==> config.mk <==
export PLATFORM = sky130hd
export DESIGN_NAME = fir_inverse_filter
export DESIGN_NICKNAME = d
export VERILOG_FILES = /design/src/rtl/fir_pkg.sv /design/src/rtl/fir_inv_history.sv /design/src/rtl/fir_inverse_filter.sv
export SDC_FILE = /design/constraint.sdc
export NUM_CORES = 1
export LEC_CHECK = 0
export BUFFER_PORTS_ARGS = -buffer_cell sky130_fd_sc_hd__clkbuf_2
export CAP_MARGIN = 10
export CORE_MARGIN = 4
export CORE_UTILIZATION = 50
export DETAILED_ROUTE_END_ITERATION = 8
export PLACE_DENSITY = 0.8
export SKIP_LAST_GASP = 1
export SYNTH_ARGS = -nofsm -noshare
export SYNTH_HDL_FRONTEND = slang
export SYNTH_HIERARCHICAL = 1
export SYNTH_SLANG_ARGS = --single-unit
==> constraint.sdc <==
create_clock -name i_clk -period 4.59 [get_ports i_clk]
set_input_delay 0.918 -clock i_clk [delete_from_list [all_inputs] [get_ports i_clk]]
set_output_delay 0.918 -clock i_clk [all_outputs]
set_load 0.02 [all_outputs]
==> src/rtl/fir_pkg.sv <==
// Shared defaults and types for the inverse FIR (deconvolution) filter.
package fir_pkg;

   localparam int N_DEF   = 3;
   localparam int W_X_DEF = 4;
   localparam int W_K_DEF = 4;

   // The y width equals the fir_filter output width, so the pair can be chained directly.
   function automatic int w_y(input int w_x, input int w_k, input int n);
      return w_x + w_k + $clog2(n);
   endfunction

   localparam int W_Y_DEF = w_y(W_X_DEF, W_K_DEF, N_DEF);
   localparam int W_A_DEF = W_Y_DEF + 1;

   typedef logic signed [W_X_DEF-1:0] x_t;
   typedef logic signed [W_K_DEF-1:0] k_t;
   typedef logic signed [W_Y_DEF-1:0] y_t;
   typedef logic signed [W_A_DEF-1:0] acc_t;

   localparam k_t K_DEF [N_DEF+1] = '{k_t'(1), k_t'(1), k_t'(1), k_t'(1)};

endpackage

==> src/rtl/fir_inv_history.sv <==
// N-deep signed shift register of past recovered samples; o_h[0] is h[1], the newest sample.
module fir_inv_history
   import fir_pkg::*;
#(
   parameter int N = N_DEF,
   parameter int W = W_X_DEF
) (
   input  logic                i_clk,
   input  logic                i_clr,
   input  logic                i_en,
   input  logic signed [W-1:0] i_d,
   output logic signed [W-1:0] o_h [N]
);

   logic signed [W-1:0] r_h [N];

   always_ff @(posedge i_clk) begin
      if (i_clr) begin
         for (int i = 0; i < N; i++) r_h[i] <= '0;
      end else if (i_en) begin
         r_h[0] <= i_d;
         for (int i = 1; i < N; i++) r_h[i] <= r_h[i-1];
      end
   end

   assign o_h = r_h;

endmodule

==> src/rtl/fir_inverse_filter.sv <==
// Recursive inverse FIR: x[n] = (y[n] - sum K[i]*x[n-i]) / K[0], K[0] = +/-1, 1-cycle latency.
// Optional build macro FIR_INV_SAT_EN: saturate x to W_X bits and add sticky o_ovf.
module fir_inverse_filter
   import fir_pkg::*;
#(
   parameter int N   = N_DEF,
   parameter int W_X = W_X_DEF,
   parameter int W_K = W_K_DEF,
   parameter int W_Y = w_y(W_X, W_K, N),
   parameter logic signed [W_K-1:0] K [N+1] = K_DEF
) (
   input  logic                  i_clk,
   input  logic                  i_rst,
   input  logic signed [W_Y-1:0] i_y,
   input  logic                  i_y_valid,
   output logic                  o_y_ready,
   output logic signed [W_X-1:0] o_x,
   output logic                  o_x_valid,
   input  logic                  i_x_ready
`ifdef FIR_INV_SAT_EN
   ,
   output logic                  o_ovf
`endif
);

   localparam int W_A = W_Y + 1;

   typedef logic signed [W_A-1:0] acc_l_t;
   typedef logic signed [W_X-1:0] x_l_t;

   localparam bit K0_NEG = (K[0] == -1);

   if (!((K[0] == 1) || (K[0] == -1))) begin : g_k0_check
      $error("fir_inverse_filter: K[0] must be +1 or -1");
   end

   logic   r_x_valid;
   x_l_t   r_x;
   logic   w_y_ready;
   logic   w_accept;
   logic   w_pop;
   x_l_t   w_h [N];
   acc_l_t w_mac;
   acc_l_t w_acc;
   x_l_t   w_red;

   assign w_pop     = r_x_valid && i_x_ready;
   assign w_y_ready = !i_rst && (!r_x_valid || i_x_ready);
   assign w_accept  = i_y_valid && w_y_ready;

   // One extra bit over y keeps y minus the feedback sum from wrapping.
   always_comb begin
      w_mac = acc_l_t'(i_y);
      for (int i = 1; i <= N; i++) begin
         w_mac = w_mac - acc_l_t'(K[i]) * acc_l_t'(w_h[i-1]);
      end
      w_acc = K0_NEG ? -w_mac : w_mac;
   end

`ifdef FIR_INV_SAT_EN
   localparam acc_l_t ACC_MAX = acc_l_t'((1 << (W_X-1)) - 1);
   localparam acc_l_t ACC_MIN = acc_l_t'(-(1 << (W_X-1)));
   localparam x_l_t   X_MAX   = {1'b0, {(W_X-1){1'b1}}};
   localparam x_l_t   X_MIN   = {1'b1, {(W_X-1){1'b0}}};

   logic w_sat;
   logic r_ovf;

   always_comb begin
      w_sat = 1'b0;
      w_red = w_acc[W_X-1:0];
      if (w_acc > ACC_MAX) begin
         w_sat = 1'b1;
         w_red = X_MAX;
      end else if (w_acc < ACC_MIN) begin
         w_sat = 1'b1;
         w_red = X_MIN;
      end
   end

   always_ff @(posedge i_clk) begin
      if (i_rst) begin
         r_ovf <= 1'b0;
      end else if (w_accept && w_sat) begin
         r_ovf <= 1'b1;
      end
   end

   assign o_ovf = r_ovf;
`else
   logic w_unused_acc_hi;

   assign w_red           = w_acc[W_X-1:0];
   assign w_unused_acc_hi = ^w_acc[W_A-1:W_X];
`endif

   // The reduced value feeds both the output and the history so they never diverge.
   always_ff @(posedge i_clk) begin
      if (i_rst) begin
         r_x       <= '0;
         r_x_valid <= 1'b0;
      end else if (w_accept) begin
         r_x       <= w_red;
         r_x_valid <= 1'b1;
      end else if (w_pop) begin
         r_x_valid <= 1'b0;
      end
   end

   fir_inv_history #(
      .N (N),
      .W (W_X)
   ) u_history (
      .i_clk (i_clk),
      .i_clr (i_rst),
      .i_en  (w_accept),
      .i_d   (w_red),
      .o_h   (w_h)
   );

   assign o_y_ready = w_y_ready;
   assign o_x       = r_x;
   assign o_x_valid = r_x_valid;

endmodule

# Word-level counts from Yosys, hierarchy flattened

Index checks and enable logic that the tools add are counted.

ROM bits: 0
Output and inout port bits: 6
Memories: 0
Logic and storage cells: 16
Latch bits: 0
Input bits: 14
Bits in registers: 13
Memory bits (writable): 0

Shift operators: 0
Divide/modulo/power cells: 0
Multipliers: 0
Bitwise logic cells: 0
Reductions and logical operators: 7
Add/sub/neg operators: 3
Multiplexer cells: 2
Equality and inequality tests: 0
$lt $le $gt $ge: 0

Operators by type and width:

| cell              | count |
|---|---|
| $sub 4x4->4       | 3 |
| $logic_and 1x1->1 | 3 |
| $logic_not 1->1   | 2 |
| $mux 1            | 2 |
| $reduce_bool 2->1 | 1 |
| $logic_or 1x1->1  | 1 |

# Logic depth before layout (Yosys ltp)

Gate-level depths: netlist (run 1).

Word-level depth: 5
Depth in mapped cells: 9
Mapped depth without buffers: 9

# Hierarchy

Netlist (run 1), hierarchy kept.

Modules (own cells, without submodules):

| module             | cells each | sequential area each (um^2) | times used | area an instance (um^2) |
|---|---|---|---|---|
| fir_inverse_filter | 48         | 100.1                       | 1          | 480.5 |
| fir_inv_history    | 38         | 240.2                       | 1          | 420.4 |

# Worst setup path before layout (run 1)

OpenSTA, ideal clock, no wires.

Path kind: input -> register
From: in i_y[1]
To: reg u_history.r_h (netlist bit u_history/o_h[10])
Slack: 1.916 ns
Cell stages on the path: 7
Arrival time: 2.546 ns
Buffers on the path: 0
Data required time: 4.462 ns
Library setup time: 0.128 ns
Cell sequence: inv_1 -> fa_1 -> fa_1 -> fa_1 -> xnor2_1 -> mux2i_1 -> nor2_1

Word-level cells in the longest chain between the ends: 3

Ends and longest elaborated chain:

| what                      | line                     | source |
|---|---|---|
| from (decl)               | fir_inverse_filter.sv:14 | `input logic signed [W_Y-1:0] i_y,` |
| $sub 4x4->4 (3 in series) | fir_inverse_filter.sv:55 | `w_mac = w_mac - acc_l_t'(K[i]) * acc_l_t'(w_h[i-1]);` |
| via w_acc[2]              | fir_inverse_filter.sv:44 | `acc_l_t w_acc;` |
| to (decl)                 | fir_inv_history.sv:15    | `logic signed [W-1:0] r_h [N];` |

The timed path passes the listed nets, and every way through them passes these cells.
A chain may end at the register's enable or synchronous reset.

# Worst setup path in the final report (run 1)

From: reg u_history.r_h (netlist bit u_history/o_h[6])
To: reg r_x[3] (netlist: o_x[3])

Word-level cells in the longest chain between the ends: 2

Ends and longest elaborated chain:

| what                      | line                      | source |
|---|---|---|
| $sub 4x4->4 (2 in series) | fir_inverse_filter.sv:55  |  |
| via w_acc[3]              | fir_inverse_filter.sv:44  |  |
| to (signal assigned)      | fir_inverse_filter.sv:103 | `r_x <= w_red;` |
| to (decl)                 | fir_inverse_filter.sv:38  | `x_l_t r_x;` |

The timed path passes the listed nets, and every way through them passes these cells.

==> results of run 1 <==
[cells in the final DEF (no fill, tap or decap), drive strengths merged]
cell type  instances
xnor3              1
dfxtp             17
inv               11
buf                1
a221oi             1
xor2               1
nor2b              3
nor2              18
mux2               1
nor3b              1
fa                 6
mux2i             13
ha                 4
clkbuf            17
xnor2              4
a211oi             2
[metal layers]
layer	wire, um	global-route usage	vias to the layer above
met1	574	0.1491	281
met3	73	0.06528	2
met4	12	0.01345	0
met5	0	0	-
met2	768	0.2457	11
li1	-	-	302
[per-stage QoR]
stage	hold WS (ps)	cell area [um^2]	total power [mW]	worst slack (ps)
floorplan	460.4	900.9	0.2292	1916
detailed placement	485.6	985.9	0.2484	1705
finish	505.4	1012	0.3232	1828
CTS	510.6	1012	0.3289	1825
global placement	477.1	985.9	0.2448	1741
global route	554.0	1012	0.3469	1732
[sequential cells by signal (all words and copies together), names as in the netlist]
| register | cells |
|---|---|
| u_history/o_h | 12 |
| o_x_valid | 1 |
| o_x | 4 |
[cells by family (layout without fill, tap and decap cells)]
logic type | Yosys count | after routing | share of synthesized area
buffers and inverters | 14 | 29 | 0.06667
AO/OA/AOI/OAI | 3 | 3 | 0.02639
XOR/XNOR | 6 | 6 | 0.07361
adder cells (fa/ha/maj) | 10 | 10 | 0.1889
multiplexers | 14 | 14 | 0.1569
AND/OR/NAND/NOR | 22 | 22 | 0.1097
flip-flops | 17 | 17 | 0.3778
[worst min path at each step]
stage	to	cells past startpoint	start
final	u_history/o_h[2]	2	u_history/o_h[2]
after CTS	u_history/o_h[2]	2	u_history/o_h[2]
after detailed placement	u_history/o_h[2]	2	u_history/o_h[2]
after floorplan	u_history/o_h[2]	2	u_history/o_h[2]
after global placement	u_history/o_h[2]	2	u_history/o_h[2]
after global routing	u_history/o_h[2]	2	u_history/o_h[2]
[power groups by stage]
| stage | clock, mW | combinational [mW] | sequential, mW |
|---|---|---|---|
| 2_1_floorplan | 0 | 0.0578 | 0.171 |
| 3_3_place_gp | 0 | 0.0789 | 0.166 |
| 3_5_place_dp | 0 | 0.0822 | 0.166 |
| 4_1_cts | 0.0838 | 0.0822 | 0.163 |
| 5_1_grt | 0.0912 | 0.0920 | 0.164 |
| 6_report | 0.0795 | 0.0808 | 0.163 |
[final cells by class]
class                           count  area (um^2)  share of cell area
Inverter                           11        41.29             0.04079
Sequential cell                    17        340.3              0.3362
Tap cell                           25        31.28             0.03090
Clock buffer                        4        26.28             0.02596
Multi-Input combinational cell     55        500.5              0.4944
Timing Repair Buffer               14        72.57             0.07169
[critical path: stages (launching register included)]
cell      delay, ps
dfxtp_1         370
inv_1            70
fa_1            560
fa_1            420
ha_1            340
nor2b_1         140
a221oi_1        350
xnor2_1         130
mux2_2          270
==> flow_metrics.tcl, run 1 <==
set metrics [dict create \
    outcome "finished clean" \
    yosys.area.top_type "dfxtp_1" \
    ir_worst_vdd_uv 240.5 \
    power_frac_clock 0.246 \
    hpwl_um 1094 \
    endpoint "o_x[3]" \
    initial_core_util 0.5275 \
    critPathArrivalTime_ps 2950 \
    synth_cell_types 16 \
    numCtsBuffers 3 \
    async_flop_share 0 \
    grt-ovfl-total 0 \
    die_area_um2 2545 \
    critPathLaunchType "register" \
    max_freq_ghz 0.3621 \
    cts_sinks 17 \
    grt_pass1_wl_um 2587 \
    cts_setup_buffers 0 \
    ys_ff_latch 17 \
    totalWireLength_um 1427 \
    h-tree-depth 1 \
    io_buffers 13 \
    die_w_um 50.45 \
    yosys-top-cells-area "dfxtp_1, mux2i_1, fa_1" \
    insertion_delay_ps 290 \
    cts.path.max_buffers 2 \
    final_layout_size_suffix_gt1_frac 0.1881 \
    stdcell_count 126 \
    p_int_mw 0.2294 \
    core-area_um2 1708 \
    comb_power_share 0.250 \
    post_drt_wl_per_cell_um 11.33 \
    num-fill-cells 150 \
    cp.required_ps 4780 \
    synth_edf_count 0 \
    antenna_found_initial 0 \
    r2r_cells 8 \
    tightest_slew_ps 364.1 \
    finalSetupTns_ps 0 \
    syn_inst 86 \
    finalHoldViolations 0 \
    setup-violations-final 0 \
    syn_area_per_cell_um2 10.48 \
    powerDensity_nw_per_um2 319.3 \
    critPathKind "reg2reg" \
    critPathMaxFanout 3 \
    clock_skew_ps 1.609 \
    clock-root-buffer "clkbuf_4" \
    endpoint_kind "register" \
    rr_startpoint "u_history/o_h[6]" \
    postRouteAntennaNets 0 \
    cts_tree "built" \
    maxSlewViolCount 0 \
    drc 0 \
    routabilityCongestion 0.7436 \
    diodes 0 \
    r2r_end "o_x[3]" \
    power.net_switching_mw 0.09379 \
    swShare 0.2902 \
    yosysTopAreaCellShare 0.3778 \
    area_growth_pct 12.36 \
    firstDrtPassIters 4 \
    grt_pass1_vias 638 \
    nets 126 \
    cts_hold_buf 0 \
    synth_nets 110 \
    syn-cell-area_um2 900.9 \
    period_needed_ps 2762 \
    finalCritPeriodShare 0.6016 \
    dp_cells 122 \
    cts_resized 0 \
    ys.flop_type "dfxtp_1" \
    die_y_um 50.45 \
    ioPinCount 20 \
    leakage_nw 0.4303 \
    grt_usage 0.1363 \
    viasPerCell 4.730 \
    final_util 0.5927 \
    slew_headroom 0.7572 \
    yosys_warnings 6 \
    drt_iter0_drc 8 \
    cp-startpoint "u_history/o_h[6]" \
    rrSetupSlack_ps 1830 \
    path_clk_slew_ps 100 \
    cap_violations 0 \
    min_path_type "reg2reg" \
    yosysSeqAreaShare 0.3778 \
    vias 596 \
    p_seq_frac 0.504 \
    synth_top_cells_by_count "nor2_1, dfxtp_1, mux2i_1" \
    synth.most_common_cell "nor2_1" \
    grt_max_degree 20 \
    rsz0062_at_grt "no" \
    num_rows 15 \
]
Note: power is estimated with default switching activity, not from simulation.
==> run 2, diff against run 1 <==
--- a/config.mk
+++ b/config.mk
@@ -8,9 +8,9 @@
 export BUFFER_PORTS_ARGS = -buffer_cell sky130_fd_sc_hd__clkbuf_2
 export CAP_MARGIN = 10
 export CORE_MARGIN = 4
-export CORE_UTILIZATION = 50
+export CORE_UTILIZATION = 47
 export DETAILED_ROUTE_END_ITERATION = 8
-export PLACE_DENSITY = 0.8
+export PLACE_DENSITY = 0.78
 export SKIP_LAST_GASP = 1
 export SYNTH_ARGS = -nofsm -noshare
 export SYNTH_HDL_FRONTEND = slang
==> constraint.sdc (replaced) <==
create_clock -name i_clk -period 2.4 [get_ports i_clk]
set_input_delay 0.48 -clock i_clk [delete_from_list [all_inputs] [get_ports i_clk]]
set_output_delay 0.48 -clock i_clk [all_outputs]
set_load 0.02 [all_outputs]
==> flow_metrics.tcl, run 2 (synthesis results as in run 1) <==
set metrics [dict create \
    outcome "finished with violations" \
    failed_checks "setup timing" \
    die_w_um 51.78 \
    routabilityCongestion 0.7495 \
    viasPerCell 4.583 \
    clock-root-buffer "clkbuf_4" \
    grt_pass1_vias 657 \
    layout_common_cells "nor2_1, mux2i_1, clkbuf_2, dfxtp_1, inv_1" \
    crit_path_cell_trace "inv_2, fa_1, fa_1, ha_4, nor2b_4, a221oi_2, xnor2_1, mux2_2" \
    cts_sinks 17 \
    leakage_nw 0.4699 \
    totalWireLength_um 1475 \
    path_clk_slew_ps 90 \
    drt_iter0_drc 5 \
    critPathKind "reg2reg" \
    cts_tree "built" \
    core-area_um2 1764 \
    final_cell_area_um2 1114 \
    vias 605 \
    ir_worst_vdd_uv 348.5 \
    cts_hold_buf 0 \
    rsz0062_at_grt "yes" \
    die_area_um2 2681 \
    post_drt_wl_per_cell_um 11.17 \
    initial_core_util 0.5106 \
    drc 0 \
    grt-ovfl-total 0 \
    setup-violations-final 2 \
    crit_top_cell "fa_1" \
    final_layout_size_suffix_gt1_frac 0.3551 \
    powerDensity_nw_per_um2 586.1 \
    io_buffers 13 \
    h-tree-depth 1 \
    critPathArrivalTime_ps 2660 \
    clock_skew_ps 2.539 \
    cap_violations 0 \
    cp.required_ps 2580 \
    max_freq_ghz 0.4027 \
    critPathLaunchType "register" \
    hpwl_um 1107 \
    cp_slowest_cell "fa_1" \
    finalHoldViolations 0 \
    grt_max_degree 20 \
    area_growth_pct 23.61 \
    nets 132 \
    setup_ws_ps -83.38 \
    min_path_type "in2reg" \
    maxSlewViolCount 0 \
    endpoint_kind "register" \
    grt_usage 0.1329 \
    diodes 0 \
    postRouteAntennaNets 0 \
    grt_pass1_wl_um 2670 \
    ioPinCount 20 \
    layout_commonest_cell "nor2_1" \
    num_rows 15 \
    critPathMaxFanout 3 \
    die_y_um 51.78 \
    dpl-instance-area_um2 1042 \
    numCtsBuffers 3 \
    insertion_delay_ps 280 \
    finalSetupTns_ps -123.5 \
    tightest_slew_ps 386.0 \
    antenna_found_initial 0 \
    finalCritPeriodShare 1.035 \
    rrSetupSlack_ps -80 \
    cts.path.max_buffers 2 \
    firstDrtPassIters 4 \
    period_needed_ps 2483 \
    slew_headroom 0.7427 \
    largest_reg_flops 12 \
    max_stage_delay_ps 550 \
]
run 2: cell count changes in the layout (fill, tap and decap cells not counted), sizes merged:
cell  before  now
buf        1    7
run 2: critical path, delay by kind of cell, from the launching register on:
| kind | cells | cell delay, ps |
|---|---|---|
| compound gates | 1 | 250 |
| xor+xnor | 1 | 120 |
| fa+ha+maj | 3 | 1250 |
| buf+inv | 1 | 40 |
| flops | 1 | 340 |
| mux | 1 | 260 |
| simple gates | 1 | 120 |
run 2: stage by stage:
step / std cells / power (mW) / setup WS, ps / hold WS [ps] / utilization
after floorplan: 86 / 0.4488 / -47.92 / 460.4 / -
after global placement: 127 / 0.4888 / -117.2 / 478.0 / 0.5908
after detailed placement: 127 / 0.4945 / -135.2 / 495.9 / 0.5908
after CTS: 131 / 0.6480 / -93.85 / 414.7 / 0.6128
after global routing: 132 / 0.6969 / -196.5 / 483.2 / 0.6312
final: 132 / 0.6526 / -83.38 / 422.2 / 0.6312
run 2: final timing paths:
path	start	to	depth (start not counted)
worst max-delay path	u_history/o_h[6]	o_x[3]	8
worst min-delay path	i_y_valid	o_x_valid	3
worst max register to register	u_history/o_h[6]	o_x[3]	8
worst min register to register	o_x[2]	o_x[2]	2
run 2: what timing repair did:
action / 4_1_cts / 5_1_grt
buffers inserted: 0 / 1
resized for setup: 6 / 6
pin swaps: 1 / 3
gates cloned: 0 / 0
setup endpoints to repair: 4 / 5
run 2: area by class of cell:
| type | instances | area (um^2) |
|---|---|---|
| Clock buffer | 4 | 26.28 |
| Fill cell | 156 | 650.6 |
| Inverter | 11 | 41.29 |
| Multi-Input combinational cell | 55 | 551.8 |
| Sequential cell | 17 | 345.3 |
| Tap cell | 25 | 31.28 |
| Timing Repair Buffer | 20 | 117.6 |
run 2: power breakdown:
group          leakage [nW]  switching (mW)  internal (mW)
sequential            0.140          0.0115          0.301
combinational         0.315          0.0930          0.101
clock                0.0150          0.0813         0.0645
total                 0.470           0.186          0.467
run 2: metal layers:
layer,track usage,vias to the layer above,wire (um)
met4,0.05240,0,11
li1,-,313,-
met2,0.2331,8,751
met3,0.02579,2,46
met5,0,-,0
met1,0.1583,282,665
==> run 3, diff against run 2 <==
--- a/config.mk
+++ b/config.mk
@@ -8,11 +8,10 @@
 export BUFFER_PORTS_ARGS = -buffer_cell sky130_fd_sc_hd__clkbuf_2
 export CAP_MARGIN = 10
 export CORE_MARGIN = 4
-export CORE_UTILIZATION = 47
+export CORE_UTILIZATION = 45
 export DETAILED_ROUTE_END_ITERATION = 8
-export PLACE_DENSITY = 0.78
+export PLACE_DENSITY = 0.77
 export SKIP_LAST_GASP = 1
 export SYNTH_ARGS = -nofsm -noshare
 export SYNTH_HDL_FRONTEND = slang
-export SYNTH_HIERARCHICAL = 1
 export SYNTH_SLANG_ARGS = --single-unit
==> constraint.sdc (replaced) <==
create_clock -name i_clk -period 2.4 [get_ports i_clk]
set_input_delay 0.48 -clock i_clk [delete_from_list [all_inputs] [get_ports i_clk]]
set_output_delay 0.48 -clock i_clk [all_outputs]
set_load 0.005 [all_outputs]
==> flow_metrics.tcl, run 3 <==
set metrics [dict create \
    outcome "finished with violations" \
    failed_checks "setup timing" \
    cts_setup_buffers 0 \
    synth.most_common_cell "nand2_1" \
    p_seq_frac 0.397 \
    cp.depth 9 \
    finalCritPeriodShare 1.033 \
    setup-violations-final 1 \
    vias 593 \
    yosys-top-cells-area "dfxtp_1, fa_1, nand2_1" \
    cap_violations 0 \
    critPathArrivalTime_ps 2690 \
    p_total_mw 0.6401 \
    finalSetupTns_ps -78.30 \
    critPathLaunchType "register" \
    drt_iter0_drc 9 \
    period_needed_ps 2478 \
    stdcell_count 119 \
    postRouteAntennaNets 0 \
    nets 128 \
    synth_cell_types 18 \
    synth_edf_count 0 \
    slew_headroom 0.7093 \
    h-tree-depth 1 \
    dp_cells 115 \
    diodes 0 \
    die_area_um2 2422 \
    clock_skew_ps 0.5932 \
    rsz0062_at_grt "yes" \
    holdPathStages 3 \
    powerDensity_nw_per_um2 711.5 \
    comb_power_share 0.392 \
    multi_input_area_um2 455.4 \
    path_clk_slew_ps 80 \
    yosysTopAreaCellShare 0.3404 \
    power.net_switching_mw 0.2029 \
    viasPerCell 4.983 \
    critPathKind "reg2reg" \
    seq_area_um2 261.5 \
    firstDrtPassIters 4 \
    final_layout_size_suffix_gt1_frac 0.2524 \
    min_to "o_x_valid" \
    maxSlewViolCount 0 \
    r2r_cells 9 \
    hpwl_um 1092 \
    cts.path.max_buffers 2 \
    p_int_mw 0.4371 \
    rrSetupSlack_ps -80 \
    grt_usage 0.1402 \
    drc 0 \
    area_growth_pct 17.68 \
    max_freq_ghz 0.4035 \
    grt_max_degree 15 \
    power_frac_clock 0.211 \
    yosys_warnings 0 \
    clock-root-buffer "clkbuf_4" \
    die_w_um 49.22 \
    path_delay_family "adder cells" \
    yosysSeqAreaShare 0.3404 \
    crit_top_cell "fa_1" \
    finalHoldViolations 0 \
    ioPinCount 20 \
    post_drt_wl_per_cell_um 11.81 \
    tightest_slew_ps 436.1 \
    syn_inst 88 \
    core-area_um2 1559 \
    max_stage_delay_ps 570 \
    ir_worst_vdd_uv 550.9 \
    endpoint_kind "register" \
    synth_top_cells_by_count "nand2_1, dfxtp_1, a21oi_1" \
    async_flop_share 0 \
    grt_pass1_wl_um 2622 \
    leakage_nw 0.3834 \
    io_buffers 13 \
    swShare 0.3171 \
    cts_sinks 13 \
    grt-ovfl-total 0 \
    largest_reg_flops 12 \
    cp.required_ps 2610 \
    antenna_found_initial 0 \
    insertion_delay_ps 280 \
    critPathBufInv 1 \
    layout_common_cells "nand2_1, clkbuf_2, dfxtp_1" \
    num-fill-cells 145 \
    syn_area_per_cell_um2 8.687 \
    syn-cell-area_um2 764.5 \
    die_y_um 49.22 \
    crit_path_cell_trace "inv_1, fa_1, fa_1, ha_4, a21oi_2, nand2_1, xnor2_1, or3_1, a21oi_1" \
    totalWireLength_um 1405 \
    ys.flop_type "dfxtp_1" \
    r2r_end "u_history.o_h[11]" \
    numCtsBuffers 3 \
    setup_ws_ps -78.30 \
    synth_nets 112 \
    cp_slowest_cell "fa_1" \
    whs_ps 448.5 \
    min_path_type "in2reg" \
    rr_startpoint "u_history.o_h[10]" \
    dpl_worst_slack_ps -136.7 \
    critPathMaxFanout 3 \
    ys_ff_latch 13 \
    num_rows 14 \
    layout_commonest_cell "nand2_1" \
    grt_pass1_vias 629 \
    routabilityCongestion 0.7531 \
    hp-start "i_y_valid" \
    cts_tree "built" \
    yosys.area.top_type "dfxtp_1" \
    initial_core_util 0.4904 \
]
run 3: changes by cell type in the layout (fill, tap and decap cells not counted), moves of 2 or more:
cell,delta
a21oi_1,+10
buf_4,-2
dfxtp_2,-3
inv_2,-2
mux2i_1,-13
nand2_1,+20
nor2_1,-13
run 3: routing by layer:
metal | global-route usage | vias up | share of wire
li1 | - | 301 | -
met4 | 0.02844 | 0 | 0.0028
met1 | 0.1518 | 279 | 0.43
met5 | 0 | - | 0
met3 | 0.06116 | 2 | 0.052
met2 | 0.2500 | 11 | 0.51
run 3: per-stage QoR:
step	utilization	instance area [um^2]
detailed placement	0.5530	862.1
global route	0.5770	899.6
floorplan	-	780.7
finish	0.5770	899.6
CTS	0.5722	892.1
global placement	0.5530	862.1
run 3: how the worst max path moves through the flow:
stage,from,end
final,u_history.o_h[10],u_history.o_h[11]
after floorplan,u_history.o_h[2],u_history.o_h[11]
after CTS,u_history.o_h[10],u_history.o_h[11]
after detailed placement,u_history.o_h[2],u_history.o_h[11]
after global placement,u_history.o_h[2],u_history.o_h[11]
after global routing,u_history.o_h[10],u_history.o_h[11]
run 3: area by class of cell:
| class | count | area share |
|---|---|---|
| multi-input cells | 59 | 0.5063 |
| flip-flops and latches | 13 | 0.2907 |
| repair buffers | 18 | 0.1140 |
| inverters | 9 | 0.03755 |
| clock buffers | 4 | 0.02921 |
| well taps | 16 | 0.02225 |
run 3: worst reg2reg max path: cells and delay by family (launching register included):
kind	cells	cell delay (ps)
flip-flops	1	330
buffers and inverters	1	50
AO/OA/AOI/OAI	2	230
adder cells (fa/ha/maj)	3	1280
AND/OR/NAND/NOR	2	390
XOR/XNOR	1	140
run 3: cells by family after synthesis:
kind of cell,count (synthesis),synth area share
and+or+nand+nor,30,0.1653
buffers and inverters,16,0.09820
AOI/OAI and AO/OA,14,0.09818
DFF,13,0.3404
adders and majority gates,10,0.2226
xor gates and xnor gates,5,0.07528
run 3: timing repair:
action / CTS / global route
endpoints found under the setup margin: 2 / 2
pin swaps: 3 / 2
gates resized for setup: 2 / 1
hold buffers: 0 / 0
run 3: power by group through the flow:
| stage | clock [mW] | combinational [mW] | sequential (mW) |
|---|---|---|---|
| 3_5_place_dp | 0 | 0.249 | 0.257 |
| 5_1_grt | 0.153 | 0.288 | 0.258 |
| 2_1_floorplan | 0 | 0.189 | 0.257 |
| 3_3_place_gp | 0 | 0.239 | 0.256 |
| 6_report | 0.135 | 0.251 | 0.254 |
| 4_1_cts | 0.139 | 0.254 | 0.253 |
